## src/rtl/timer_count_compare_pkg.sv

```systemverilog
// Shared timer definitions: counter geometry, reset values, prescaler width and
// the half-word write helper used by both the counter and compare registers.
package timer_count_compare_pkg;

  localparam int CNT_W     = 64;
  localparam int HALF_W    = 32;
  localparam int TMR_DIV_W = 4;

  typedef logic [CNT_W-1:0] cnt_t;

  localparam cnt_t CMP_RST_VAL = 64'hFFFF_FFFF_FFFF_FFFF;
  localparam cnt_t CNT_RST_VAL = 64'h0;

  // Replace the addressed half(s) with d; an untouched half keeps its value.
  function automatic cnt_t write_half(input cnt_t cur, input logic wr_lo,
                                      input logic wr_hi,
                                      input logic [HALF_W-1:0] d);
    cnt_t r;
    r = cur;
    if (wr_lo) r[HALF_W-1:0] = d;
    if (wr_hi) r[CNT_W-1:HALF_W] = d;
    return r;
  endfunction

endpackage

```

## src/rtl/timer_count_compare_if.sv

```systemverilog
// Register-bank side of the timer: half-word write strobes plus full readback.
interface timer_count_compare_if;
  import timer_count_compare_pkg::*;

  // Strobe semantics: each *_wr_* is a single-cycle write enable with no
  // ready/ack; the write is always taken on the rising edge it is high for.
  logic              cnt_wr_lo;
  logic              cnt_wr_hi;
  logic              cmp_wr_lo;
  logic              cmp_wr_hi;
  logic [HALF_W-1:0] wdata;
  cnt_t              cnt;
  cnt_t              cmp;

  modport master (
    output cnt_wr_lo, cnt_wr_hi, cmp_wr_lo, cmp_wr_hi, wdata,
    input  cnt, cmp
  );

  modport slave (
    input  cnt_wr_lo, cnt_wr_hi, cmp_wr_lo, cmp_wr_hi, wdata,
    output cnt, cmp
  );

endinterface

```

## src/rtl/timer_prescaler.sv

```systemverilog
// Prescaler: divides the system clock by div_val+1 and emits a one-cycle tick
// whenever counting is allowed; restarts from zero on any disturbance.
module timer_prescaler
  import timer_count_compare_pkg::*;
#(
  parameter int DIV_W = TMR_DIV_W
) (
  input  logic             sys_clk,
  input  logic             sys_rst,
  input  logic             timer_en,
  input  logic             div_en,
  input  logic [DIV_W-1:0] div_val,
  input  logic             halt_req,
  output logic             tick
);

  logic [DIV_W-1:0] div_cnt_q, div_cnt_d;
  logic [DIV_W-1:0] shadow_q, shadow_d;
  logic             run_ok;
  logic             val_chg;

  always_comb begin
    run_ok    = timer_en & ~halt_req;
    val_chg   = (div_val != shadow_q);
    // A divisor change suppresses the tick so the new ratio starts cleanly.
    tick      = run_ok & (~div_en | (~val_chg & (div_cnt_q == div_val)));
    shadow_d  = div_val;
    div_cnt_d = div_cnt_q + DIV_W'(1);
    if (!run_ok || !div_en || val_chg || tick) begin
      div_cnt_d = '0;
    end
  end

  always_ff @(posedge sys_clk or posedge sys_rst) begin
    if (sys_rst) begin
      div_cnt_q <= '0;
      shadow_q  <= '0;
    end else begin
      div_cnt_q <= div_cnt_d;
      shadow_q  <= shadow_d;
    end
  end

endmodule

```

## src/rtl/timer_count_compare.sv

```systemverilog
// Timer count/compare stage: 64-bit free-running counter, 64-bit compare
// register and the registered match level consumed by the interrupt stage.
module timer_count_compare
  import timer_count_compare_pkg::*;
#(
  parameter int   DIV_W   = TMR_DIV_W,
  parameter cnt_t CMP_RST = CMP_RST_VAL,
  parameter cnt_t CNT_RST = CNT_RST_VAL
) (
  input  logic                  sys_clk,
  input  logic                  sys_rst,
  input  logic                  timer_en,
  input  logic                  div_en,
  input  logic [DIV_W-1:0]      div_val,
  input  logic                  halt_req,
  timer_count_compare_if.slave  bus,
  output logic                  match,
  output logic                  halt_ack
);

  logic tick;
  cnt_t cnt_q, cnt_d;
  cnt_t cmp_q, cmp_d;
  logic match_q, match_d;
  logic halt_ack_q, halt_ack_d;

  timer_prescaler #(
    .DIV_W (DIV_W)
  ) u_prescaler (
    .sys_clk  (sys_clk),
    .sys_rst  (sys_rst),
    .timer_en (timer_en),
    .div_en   (div_en),
    .div_val  (div_val),
    .halt_req (halt_req),
    .tick     (tick)
  );

  always_comb begin
    cnt_d = cnt_q;
    // A write wins over the tick; the unwritten half neither increments nor
    // receives a carry.
    if (bus.cnt_wr_lo || bus.cnt_wr_hi) begin
      cnt_d = write_half(cnt_q, bus.cnt_wr_lo, bus.cnt_wr_hi, bus.wdata);
    end else if (tick) begin
      cnt_d = cnt_q + cnt_t'(1);
    end
    cmp_d      = write_half(cmp_q, bus.cmp_wr_lo, bus.cmp_wr_hi, bus.wdata);
    match_d    = (cnt_q == cmp_q);
    halt_ack_d = halt_req;
  end

  always_ff @(posedge sys_clk or posedge sys_rst) begin
    if (sys_rst) begin
      cnt_q      <= CNT_RST;
      cmp_q      <= CMP_RST;
      match_q    <= 1'b0;
      halt_ack_q <= 1'b0;
    end else begin
      cnt_q      <= cnt_d;
      cmp_q      <= cmp_d;
      match_q    <= match_d;
      halt_ack_q <= halt_ack_d;
    end
  end

  assign bus.cnt  = cnt_q;
  assign bus.cmp  = cmp_q;
  assign match    = match_q;
  assign halt_ack = halt_ack_q;

endmodule

```

## src/flat_wrapper.sv

```systemverilog
// flat-port wrapper written by rule: the top's interface ports become plain ports
module timer_count_compare_flat import timer_count_compare_pkg::*;
#(
  parameter int   DIV_W   = TMR_DIV_W,
  parameter cnt_t CMP_RST = CMP_RST_VAL,
  parameter cnt_t CNT_RST = CNT_RST_VAL
)
  (sys_clk, sys_rst, timer_en, div_en, div_val, halt_req, match, halt_ack, bus_cnt_wr_lo, bus_cnt_wr_hi, bus_cmp_wr_lo, bus_cmp_wr_hi, bus_wdata, bus_cnt, bus_cmp);
  timer_count_compare_if bus_i ();
  input  logic sys_clk;
  input  logic sys_rst;
  input  logic timer_en;
  input  logic div_en;
  input  logic [DIV_W-1:0] div_val;
  input  logic halt_req;
  output logic match;
  output logic halt_ack;
  input wire logic [$bits(bus_i.cnt_wr_lo)-1:0] bus_cnt_wr_lo;
  input wire logic [$bits(bus_i.cnt_wr_hi)-1:0] bus_cnt_wr_hi;
  input wire logic [$bits(bus_i.cmp_wr_lo)-1:0] bus_cmp_wr_lo;
  input wire logic [$bits(bus_i.cmp_wr_hi)-1:0] bus_cmp_wr_hi;
  input wire logic [$bits(bus_i.wdata)-1:0] bus_wdata;
  output wire logic [$bits(bus_i.cnt)-1:0] bus_cnt;
  output wire logic [$bits(bus_i.cmp)-1:0] bus_cmp;
  assign bus_i.cnt_wr_lo = bus_cnt_wr_lo;
  assign bus_i.cnt_wr_hi = bus_cnt_wr_hi;
  assign bus_i.cmp_wr_lo = bus_cmp_wr_lo;
  assign bus_i.cmp_wr_hi = bus_cmp_wr_hi;
  assign bus_i.wdata = bus_wdata;
  assign bus_cnt = bus_i.cnt;
  assign bus_cmp = bus_i.cmp;
  timer_count_compare #(.DIV_W(DIV_W), .CMP_RST(CMP_RST), .CNT_RST(CNT_RST)) u_core (.sys_clk(sys_clk), .sys_rst(sys_rst), .timer_en(timer_en), .div_en(div_en), .div_val(div_val), .halt_req(halt_req), .bus(bus_i), .match(match), .halt_ack(halt_ack));
endmodule
```

## config.mk

```make
export PLATFORM = sky130hd
export DESIGN_NAME = timer_count_compare_flat
export DESIGN_NICKNAME = d
export VERILOG_FILES = /design/src/rtl/timer_count_compare_pkg.sv /design/src/rtl/timer_count_compare_if.sv /design/src/rtl/timer_prescaler.sv /design/src/rtl/timer_count_compare.sv /design/src/flat_wrapper.sv
export SDC_FILE = /design/constraint.sdc
export NUM_CORES = 1
export LEC_CHECK = 0
export CELL_PAD_IN_SITES_DETAIL_PLACEMENT = 2
export CELL_PAD_IN_SITES_GLOBAL_PLACEMENT = 2
export CORE_MARGIN = 2
export CORE_UTILIZATION = 34
export CTS_CLUSTER_SIZE = 16
export DETAILED_ROUTE_END_ITERATION = 7
export MAX_ROUTING_LAYER = met4
export PLACE_DENSITY_LB_ADDON = 0.05
export SYNTH_ARGS = -nofsm -noshare
export SYNTH_HDL_FRONTEND = slang
export SYNTH_SLANG_ARGS = --single-unit
```

## constraint.sdc

```tcl
create_clock -name sys_clk -period 8.6 [get_ports sys_clk]
set_input_delay 1.29 -clock sys_clk [delete_from_list [all_inputs] [get_ports sys_clk]]
set_output_delay 1.29 -clock sys_clk [all_outputs]
set_load 0.1 [all_outputs]
```

; ---- Word-level counts from Yosys, hierarchy flattened
; Cells that the tools add are included.
[op_classes]
addsub = 2
multipliers = 0
div_mod_pow = 0
magnitude_cmp = 0
eq_ne = 5
n_shift = 0
muxes = 5
n_bitwise = 7
n_reduce_logical = 9
[ops]
columns = op, n
row1 = 64-bit 2-to-1 mux, 2
row2 = 64-bit by 1-bit adder with 64-bit output (second input constant), 1
row3 = 64-bit == test, 1
row4 = 32-bit 2-to-1 mux, 2
row5 = 4-bit by 1-bit adder with 4-bit output (second input constant), 1
row6 = 4-bit == test, 1
row7 = 1-bit logical OR, 4
row8 = 4-bit 2-to-1 mux, 1
row9 = 2-bit != test (second input constant), 2
row10 = 4-bit != test, 1
row11 = 2-bit AND reduction, 2
row12 = 1-bit AND, 3
row13 = 1-bit NOT, 3
row14 = 1-bit zero test, 2
row15 = 2-bit nonzero test, 1
row16 = 1-bit bitwise OR, 1
[word_totals]
ff_bits = 138
latchBits = 0
mem_bits_rw = 0
romBits = 0
in_bits = 45
output_inout_bits = 130
wordCells = 36
mem_count = 0

; ---- Logic depth before layout (Yosys ltp)
; Gate-level depths: netlist of the first run.
[depth]
depth_word = 7
ltp_mapped = 9
mapped_depth_nobuf = 7

; ---- Hierarchy
; Synthesis of the first run repeated with hierarchy kept, for this count alone.
[hier_totals]
hier_cells = 763
hier_area_um2 = 7596.0
[by_module_without_submodules]
columns = module, instances, cells_per_inst, area_each_um2, seq_area_each_um2
row1 = timer_count_compare, 1, 730, 7216.9, 3333.2
row2 = timer_prescaler, 1, 33, 379.1, 200.2

; ---- Worst setup path after synthesis of the first run
; OpenSTA, ideal clock, no wires.
[synth_timing]
kind = input port to flip-flop
from = input bus_cnt_wr_hi
to = register u_core.cnt_q[48], in the netlist u_core.bus.cnt[48]
setup_ns = 0.079
t_arrival_ns = 2.906
required_time_ns = 8.521
setup_slack_ns = 5.615
path_stages = 9
n_path_buf = 3
path_cell_list = clkbuf_1 clkinv_1 nand2_1 clkbuf_1 clkbuf_1 nor2_1 o21ai_0 o221ai_1 a21oi_1
[synth_between]
elab_chain_cells = 3
elab_cells_between_ends = 5
classes_between = 1 x eq/ne / 1 x mux / 3 x reduce/logical
[synth_lines]
columns = element, line_no
row1 = start: declaration, flat_wrapper.sv:19  ; input wire logic [$bits(bus_i.cnt_wr_hi)-1:0] bus_cnt_wr_hi;
row2 = 1-bit logical OR, timer_count_compare.sv:43  ; if (bus.cnt_wr_lo || bus.cnt_wr_hi) begin
row3 = 2-bit != test (no source line) / 2-bit nonzero test (equally long branches), --
row4 = 2-bit AND reduction (no source line), --
row5 = end signal: assignment, timer_count_compare.sv:60  ; cnt_q <= cnt_d;
row6 = end: declaration, timer_count_compare.sv:22  ; cnt_t cnt_q, cnt_d;
; Parallel ways exist; a longest one is shown, timed or not.
; A chain may end at the register's enable or synchronous reset.

; ---- Worst setup path after layout of the first run
[layout_timing]
from = input bus_cnt_wr_hi
to = register u_core.cnt_q[53], in the netlist u_core.bus.cnt[53]
; The elaborated chain is that of the path after synthesis.

==> results.sh, run 1 <==
export IMPL_root_buffer="clkbuf_16"
export IMPL_synth_distinct_cells=60
export IMPL_synth_edff_count=0
export IMPL_critPathMaxStageDelay_ns=0.83
export IMPL_yosysSeqAreaShare_pct=45.4
export IMPL_cts_tree="yes"
export IMPL_avgSynthCellArea_um2=10.1
export IMPL_clkLatencyLatePin_ns=0.44
export IMPL_reg2reg_from="u_core.bus.cnt[32]"
export IMPL_syn_to_final_growth_pct=32.1
export IMPL_finalWirelength_mm=35.2
export IMPL_p_int_mw=1.38
export IMPL_total_leakage_power_nw=3.81
export IMPL_postPlaceCellArea_mm2=0.00970
export IMPL_worstRegToRegCells=6
export IMPL_rsz0062_at_grt="false"
export IMPL_powerDensity_mw_per_mm2=244
export IMPL_ir_drop_v=0.000103
export IMPL_holdPathEnd="u_core.u_prescaler.div_cnt_q[0]"
export IMPL_h_tree_depth=4
export IMPL_ctsHoldBuffers=0
export IMPL_seq_power_share_pct=33.9
export IMPL_fin_total_pwr_mw=2.51
export IMPL_fill_cells=2350
export IMPL_gp_congestion=0.874
export IMPL_p_sw_share_pct=45.2
export IMPL_crit_type="in -> reg"
export IMPL_layout_common_cells="clkdlybuf4s50_1 (173), xor2_1 (77), dfrtp_1 (74), mux2_2 (65), dfstp_2 (64)"
export IMPL_netlist_area_mm2=0.00779
export IMPL_grt_pass1_vias=7907
export IMPL_antenna_left=0
export IMPL_grt_antenna_before_repair=0
export IMPL_wl_per_cell_um=28.8
export IMPL_hp_class="reg -> reg"
export IMPL_finalNetCount=971
export IMPL_io_buffers=174
export IMPL_coreArea_mm2=0.0226
export IMPL_slowest_stage="nand2_1"
export IMPL_die_area_mm2=0.0241
export IMPL_synth_top_family_by_area="simple AND/OR/NAND/NOR gates"
export IMPL_min_period_over_period_pct=43.4
export IMPL_worstPathRequired_ns=8.94
export IMPL_synth_simple_gate_area_share_pct=18.3
export IMPL_path_cells="clkdlybuf4s50_1 -> buf_4 -> clkinv_1 -> nand2_1 -> or2_2 -> o32ai_1 -> a21oi_1"
export IMPL_ioPinCount=175
export IMPL_syn_nets=815
export IMPL_yosysWarningCount=0
export IMPL_fmax_ghz=0.268
export IMPL_fin_crit_ns=3.73
export IMPL_cp_arrival_ns=4.07
export IMPL_hold_violations=0
export IMPL_multiInputGateArea_mm2=0.00395
export IMPL_dr_first_iter_drc_count=447
export IMPL_cts_buffers_inserted=17
export IMPL_fp_dieH_um=155
export IMPL_tightestPinTransition_ns=1.34
export IMPL_post_cts_setup_buffers=0
export IMPL_cap_viol_max_count=0
export IMPL_fin_skew_ns=0.0127
export IMPL_fin_area_mm2=0.0103
export IMPL_crit_fanout=20
export IMPL_rows=55
export IMPL_min_from="u_core.u_prescaler.div_cnt_q[0]"
export IMPL_clkTransAtPathRegs_ns=0.07
export IMPL_diodes=0
export IMPL_outcome="finished clean"
export IMPL_combPwrFrac_pct=36.2
export IMPL_dr_total_vias=7280
export IMPL_die_w_um=155
export IMPL_drc=0
export IMPL_slew_violations=0
export IMPL_slew_headroom_pct=10.1
export IMPL_final_common_cell="clkdlybuf4s50_1"
export IMPL_start_kind="primary input"
export IMPL_cts_sinks=138
export IMPL_synthMuxAreaShare_pct=9.91
export IMPL_async_flop_share_pct=100
export IMPL_synth_compound_area_share_pct=11.7
export IMPL_crit_path_end_kind="flip-flop"
export IMPL_avgViaCountPerCell=5.96
export IMPL_track_usage_pct=30.4
export IMPL_dp_hpwl_mm=25.6
export IMPL_synth_xor_area_share_pct=10.3
export IMPL_start_util_pct=34.5
export IMPL_clkPwrFrac_pct=29.9
export IMPL_r2r_end="u_core.bus.cnt[51]"
export IMPL_setup_viol=0
export IMPL_ff2ff_setup_slack_ns=5.08
export IMPL_synth_seq_cells=138
export IMPL_seqCellArea_mm2=0.00353
export IMPL_final_cells=1222
export IMPL_grt_pass1_wl_mm=52.8
export IMPL_synthAdderAreaFrac_pct=0.321
export IMPL_cts_repair_resize_count=0
export IMPL_min_delay_path_depth=1
export IMPL_clockBufferDepth=2
export IMPL_drtPass1Iterations=8
export IMPL_dpl_cell_count=1190
export IMPL_post_route_util_pct=45.6
export IMPL_syn_inst=768
export IMPL_switching_power_mw=1.13
export IMPL_grt_max_degree=80
export IMPL_drive_gt1_share_pct=20.0
export IMPL_fin_setup_tns_ns=0
export IMPL_synth_ff_type="dfrtp_1"
export IMPL_overflow=0
-- power by group through the flow --
stage	Sequential [mW]	Combinational, mW	Clock, mW
6_report	0.853	0.909	0.750
5_1_grt	0.864	0.938	0.786
4_1_cts	0.852	0.911	0.764
3_5_place_dp	0.862	0.907	0
3_3_place_gp	0.856	0.897	0
2_1_floorplan	1.29	0.191	0
-- registers in the layout (all words and copies together) (netlist names) --
| signal | count |
|---|---|
| u_core.match | 1 |
| u_core.u_prescaler.shadow_q | 4 |
| u_core.bus.cnt | 64 |
| u_core.halt_ack | 1 |
| u_core.bus.cmp | 64 |
| u_core.u_prescaler.div_cnt_q | 4 |
-- routing by layer --
metal | part of all wire (%) | GRT usage, % | up-vias
met5 | 0 | - | -
met3 | 4.0 | 3.73 | 61
met4 | 2.9 | 10.0 | 0
met1 | 45 | 40.8 | 3839
met2 | 48 | 48.0 | 236
li1 | - | - | 3144
-- cell usage after synthesis, types with 9 or more instances --
library cell / n / area (um2)
a21oi_1: 33 / 165
and3_1: 9 / 56.3
and4_1: 9 / 78.8
clkbuf_1: 27 / 101
dfrtp_1: 74 / 1850
dfstp_2: 64 / 1680
inv_1: 12 / 45.0
mux2_2: 65 / 732
nand2_1: 60 / 225
nand3_1: 30 / 150
nand4_1: 37 / 231
nor2_1: 39 / 146
nor3_1: 22 / 110
nor4_1: 34 / 213
o21ai_0: 43 / 215
o22ai_1: 14 / 87.6
xnor2_1: 15 / 131
xor2_1: 77 / 674
-- logic make-up after synthesis --
| group | Yosys count |
|---|---|
| xor gates and xnor gates | 92 |
| DFF | 138 |
| AOI/OAI and AO/OA | 144 |
| adders and majority gates | 2 |
| and+or+nand+nor | 264 |
| muxes | 69 |
| buffers and inverters | 59 |
-- metrics by stage --
step / hold WS [ns] / setup slack, ns
finish: 0.519 / 4.87
global route: 0.574 / 4.77
CTS: 0.533 / 4.94
detailed placement: 0.523 / 4.60
global placement: 0.502 / 4.65
floorplan: 0.468 / 3.72
-- area by class of cell --
class,count,area share (%)
inverters,13,0.523
clock inverters,13,1.29
well taps,285,3.47
flip-flops and latches,138,34.4
repair buffers,183,17.5
multi-input cells,571,38.4
clock buffers,19,4.40
-- worst max path at each step --
| stage | slack (ns) | depth (start not counted) | startpoint | to |
|---|---|---|---|---|
| floorplan | 3.72 | 1 | sys_rst | u_core.bus.cnt[0] |
| global placement | 4.65 | 7 | bus_cnt_wr_hi | u_core.bus.cnt[53] |
| detailed placement | 4.60 | 7 | bus_cnt_wr_hi | u_core.bus.cnt[53] |
| CTS | 4.94 | 7 | bus_cnt_wr_hi | u_core.bus.cnt[53] |
| global route | 4.77 | 7 | bus_cnt_wr_hi | u_core.bus.cnt[53] |
| finish | 4.87 | 7 | bus_cnt_wr_hi | u_core.bus.cnt[53] |
-- critical path: cells and delay by family --
kind / cells / cell delay, ns
compound gates: 2 / 0.38
buf+inv: 3 / 1.22
simple gates: 2 / 1.16
Note: power is estimated with default switching activity, not from simulation.
==> inputs of run 2 (changes only) <==
--- a/config.mk
+++ b/config.mk
@@ -8,7 +8,7 @@
 export CELL_PAD_IN_SITES_DETAIL_PLACEMENT = 2
 export CELL_PAD_IN_SITES_GLOBAL_PLACEMENT = 2
 export CORE_MARGIN = 2
-export CORE_UTILIZATION = 34
+export CORE_UTILIZATION = 32
 export CTS_CLUSTER_SIZE = 16
 export DETAILED_ROUTE_END_ITERATION = 7
 export MAX_ROUTING_LAYER = met4
==> constraint.sdc (replaced) <==
create_clock -name sys_clk -period 3.8 [get_ports sys_clk]
set_input_delay 0.57 -clock sys_clk [delete_from_list [all_inputs] [get_ports sys_clk]]
set_output_delay 0.57 -clock sys_clk [all_outputs]
set_load 0.1 [all_outputs]
==> run 2 against run 1 <==
  * Wire length shrank 1.5%
  * Total power rose by 130%
  * Clock power rose by 130%
  * Flip-flop and latch count unchanged
  * Hold slack improved by 0.033 ns
  * Critical path depth shrank 1
  * Die area increased by 6.1%
  * First-iteration DRC count is 14% higher
  * Via count rose by 0.47%
  * Register-to-register slack got worse by 4.3 ns
  * Critical endpoint is now u_core.bus.cnt[40]
  * Largest power group unchanged
==> results.sh, run 2 (same netlist as run 1, synthesis figures left out) <==
export IMPL_avgViaCountPerCell=5.76
export IMPL_min_period_over_period_pct=78.8
export IMPL_coreArea_mm2=0.0241
export IMPL_diodes=0
export IMPL_die_area_mm2=0.0256
export IMPL_track_usage_pct=28.5
export IMPL_drc=0
export IMPL_reg2reg_from="u_core.bus.cnt[19]"
export IMPL_ioPinCount=175
export IMPL_fp_dieH_um=160
export IMPL_cts_sinks=138
export IMPL_ir_drop_v=0.000271
export IMPL_min_delay_path_depth=1
export IMPL_wl_per_cell_um=27.3
export IMPL_worstPathRequired_ns=4.12
export IMPL_grt_pass1_vias=7903
export IMPL_finalNetCount=980
export IMPL_grt_antenna_before_repair=1
export IMPL_slew_headroom_pct=31.4
export IMPL_h_tree_depth=4
export IMPL_fin_skew_ns=0.0142
export IMPL_fill_cells=2630
export IMPL_dr_total_vias=7314
export IMPL_powerDensity_mw_per_mm2=546
export IMPL_crit_fanout=14
export IMPL_startpoint="u_core.bus.cnt[19]"
export IMPL_hp_class="reg -> reg"
export IMPL_cts_tree="yes"
export IMPL_root_buffer="clkbuf_16"
export IMPL_io_buffers=174
export IMPL_start_util_pct=32.3
export IMPL_tightestPinTransition_ns=1.03
export IMPL_clkTransAtPathRegs_ns=0.07
export IMPL_gp_congestion=0.885
export IMPL_final_common_cell="clkdlybuf4s50_1"
export IMPL_antenna_left=0
export IMPL_cts_buffers_inserted=17
export IMPL_layout_common_cells="clkdlybuf4s50_1 (173), xor2_1 (77), dfrtp_1 (74), mux2_2 (65), dfstp_2 (64)"
export IMPL_overflow=0
export IMPL_clkLatencyLatePin_ns=0.43
export IMPL_clockBufferDepth=2
export IMPL_setup_slack_ns=0.806
export IMPL_crit_type="reg -> reg"
export IMPL_die_w_um=160
export IMPL_syn_to_final_growth_pct=34.1
export IMPL_post_cts_setup_buffers=0
export IMPL_ctsHoldBuffers=0
export IMPL_cts_repair_resize_count=0
export IMPL_worstRegToRegCells=6
export IMPL_start_kind="flip-flop"
export IMPL_setup_viol=0
export IMPL_cp_arrival_ns=3.32
export IMPL_crit_path_end_kind="flip-flop"
export IMPL_dp_hpwl_mm=25.7
export IMPL_total_leakage_power_nw=3.85
export IMPL_rows=57
export IMPL_grt_max_degree=139
export IMPL_fin_crit_ns=2.99
export IMPL_drive_gt1_share_pct=20.5
export IMPL_slew_violations=0
export IMPL_fmax_ghz=0.334
export IMPL_fin_setup_tns_ns=0
export IMPL_min_from="u_core.u_prescaler.div_cnt_q[0]"
export IMPL_drtPass1Iterations=5
export IMPL_grt_pass1_wl_mm=52.8
export IMPL_dr_first_iter_drc_count=510
export IMPL_hold_violations=0
export IMPL_post_place_ws_ns=0.644
export IMPL_outcome="finished clean"
export IMPL_finalWirelength_mm=34.6
export IMPL_cap_viol_max_count=0
export IMPL_rsz0062_at_grt="false"
## run 2: through the flow
step           utilization [%]  cell area, um2  instances  hold WS [ns]  power [mW]
6_report                  43.3           10400       1270         0.552        5.70
5_1_grt                   43.3           10400       1270         0.609        5.90
4_1_cts                   43.3           10400       1270         0.567        5.74
3_5_place_dp              40.9            9850       1238         0.557        4.01
3_3_place_gp              40.9            9850       1238         0.503        3.97
2_1_floorplan                -            7790        768         0.468        3.36
## run 2: area by class of cell
type / count / area, um2 / share of cell area [%]
repair buffers: 192 / 1910 / 18.3
well taps: 324 / 405 / 3.88
multi-input cells: 571 / 3950 / 37.9
clock buffers: 20 / 447 / 4.28
inverters: 13 / 52.6 / 0.503
flip-flops and latches: 138 / 3530 / 33.8
clock inverters: 12 / 139 / 1.33
## run 2: worst paths after layout
path / endpoint / slack [ns]
max: u_core.bus.cnt[40] / 0.81
min: u_core.u_prescaler.div_cnt_q[0] / 0.55
max reg2reg: u_core.bus.cnt[40] / 0.81
min reg2reg: u_core.u_prescaler.div_cnt_q[0] / 0.55
max in group asynchronous: u_core.bus.cnt[41] / 2.45
min in group asynchronous: u_core.bus.cnt[54] / 0.66
## run 2: power by group
part	internal, mW	total [mW]	switching (mW)	leakage (nW)
Clock	0.993	1.71	0.719	0.274
Sequential	1.67	1.92	0.253	1.54
Combinational	0.505	2.06	1.56	2.04
## run 2: critical path, cell delays in order, from the launching register on
cell	delay, ns
dfrtp_1	0.57
and3_1	0.28
and4_1	0.52
nand3_1	0.63
o31ai_1	0.48
a21oi_1	0.14
a221oi_1	0.25
## run 2: routing by layer
layer | GRT usage [%] | up-vias | part of all wire [%]
li1 | - | 3168 | -
met1 | 38.1 | 3850 | 45
met2 | 44.3 | 248 | 47
met3 | 4.83 | 48 | 4.8
met4 | 9.05 | 0 | 3.0
met5 | - | - | 0
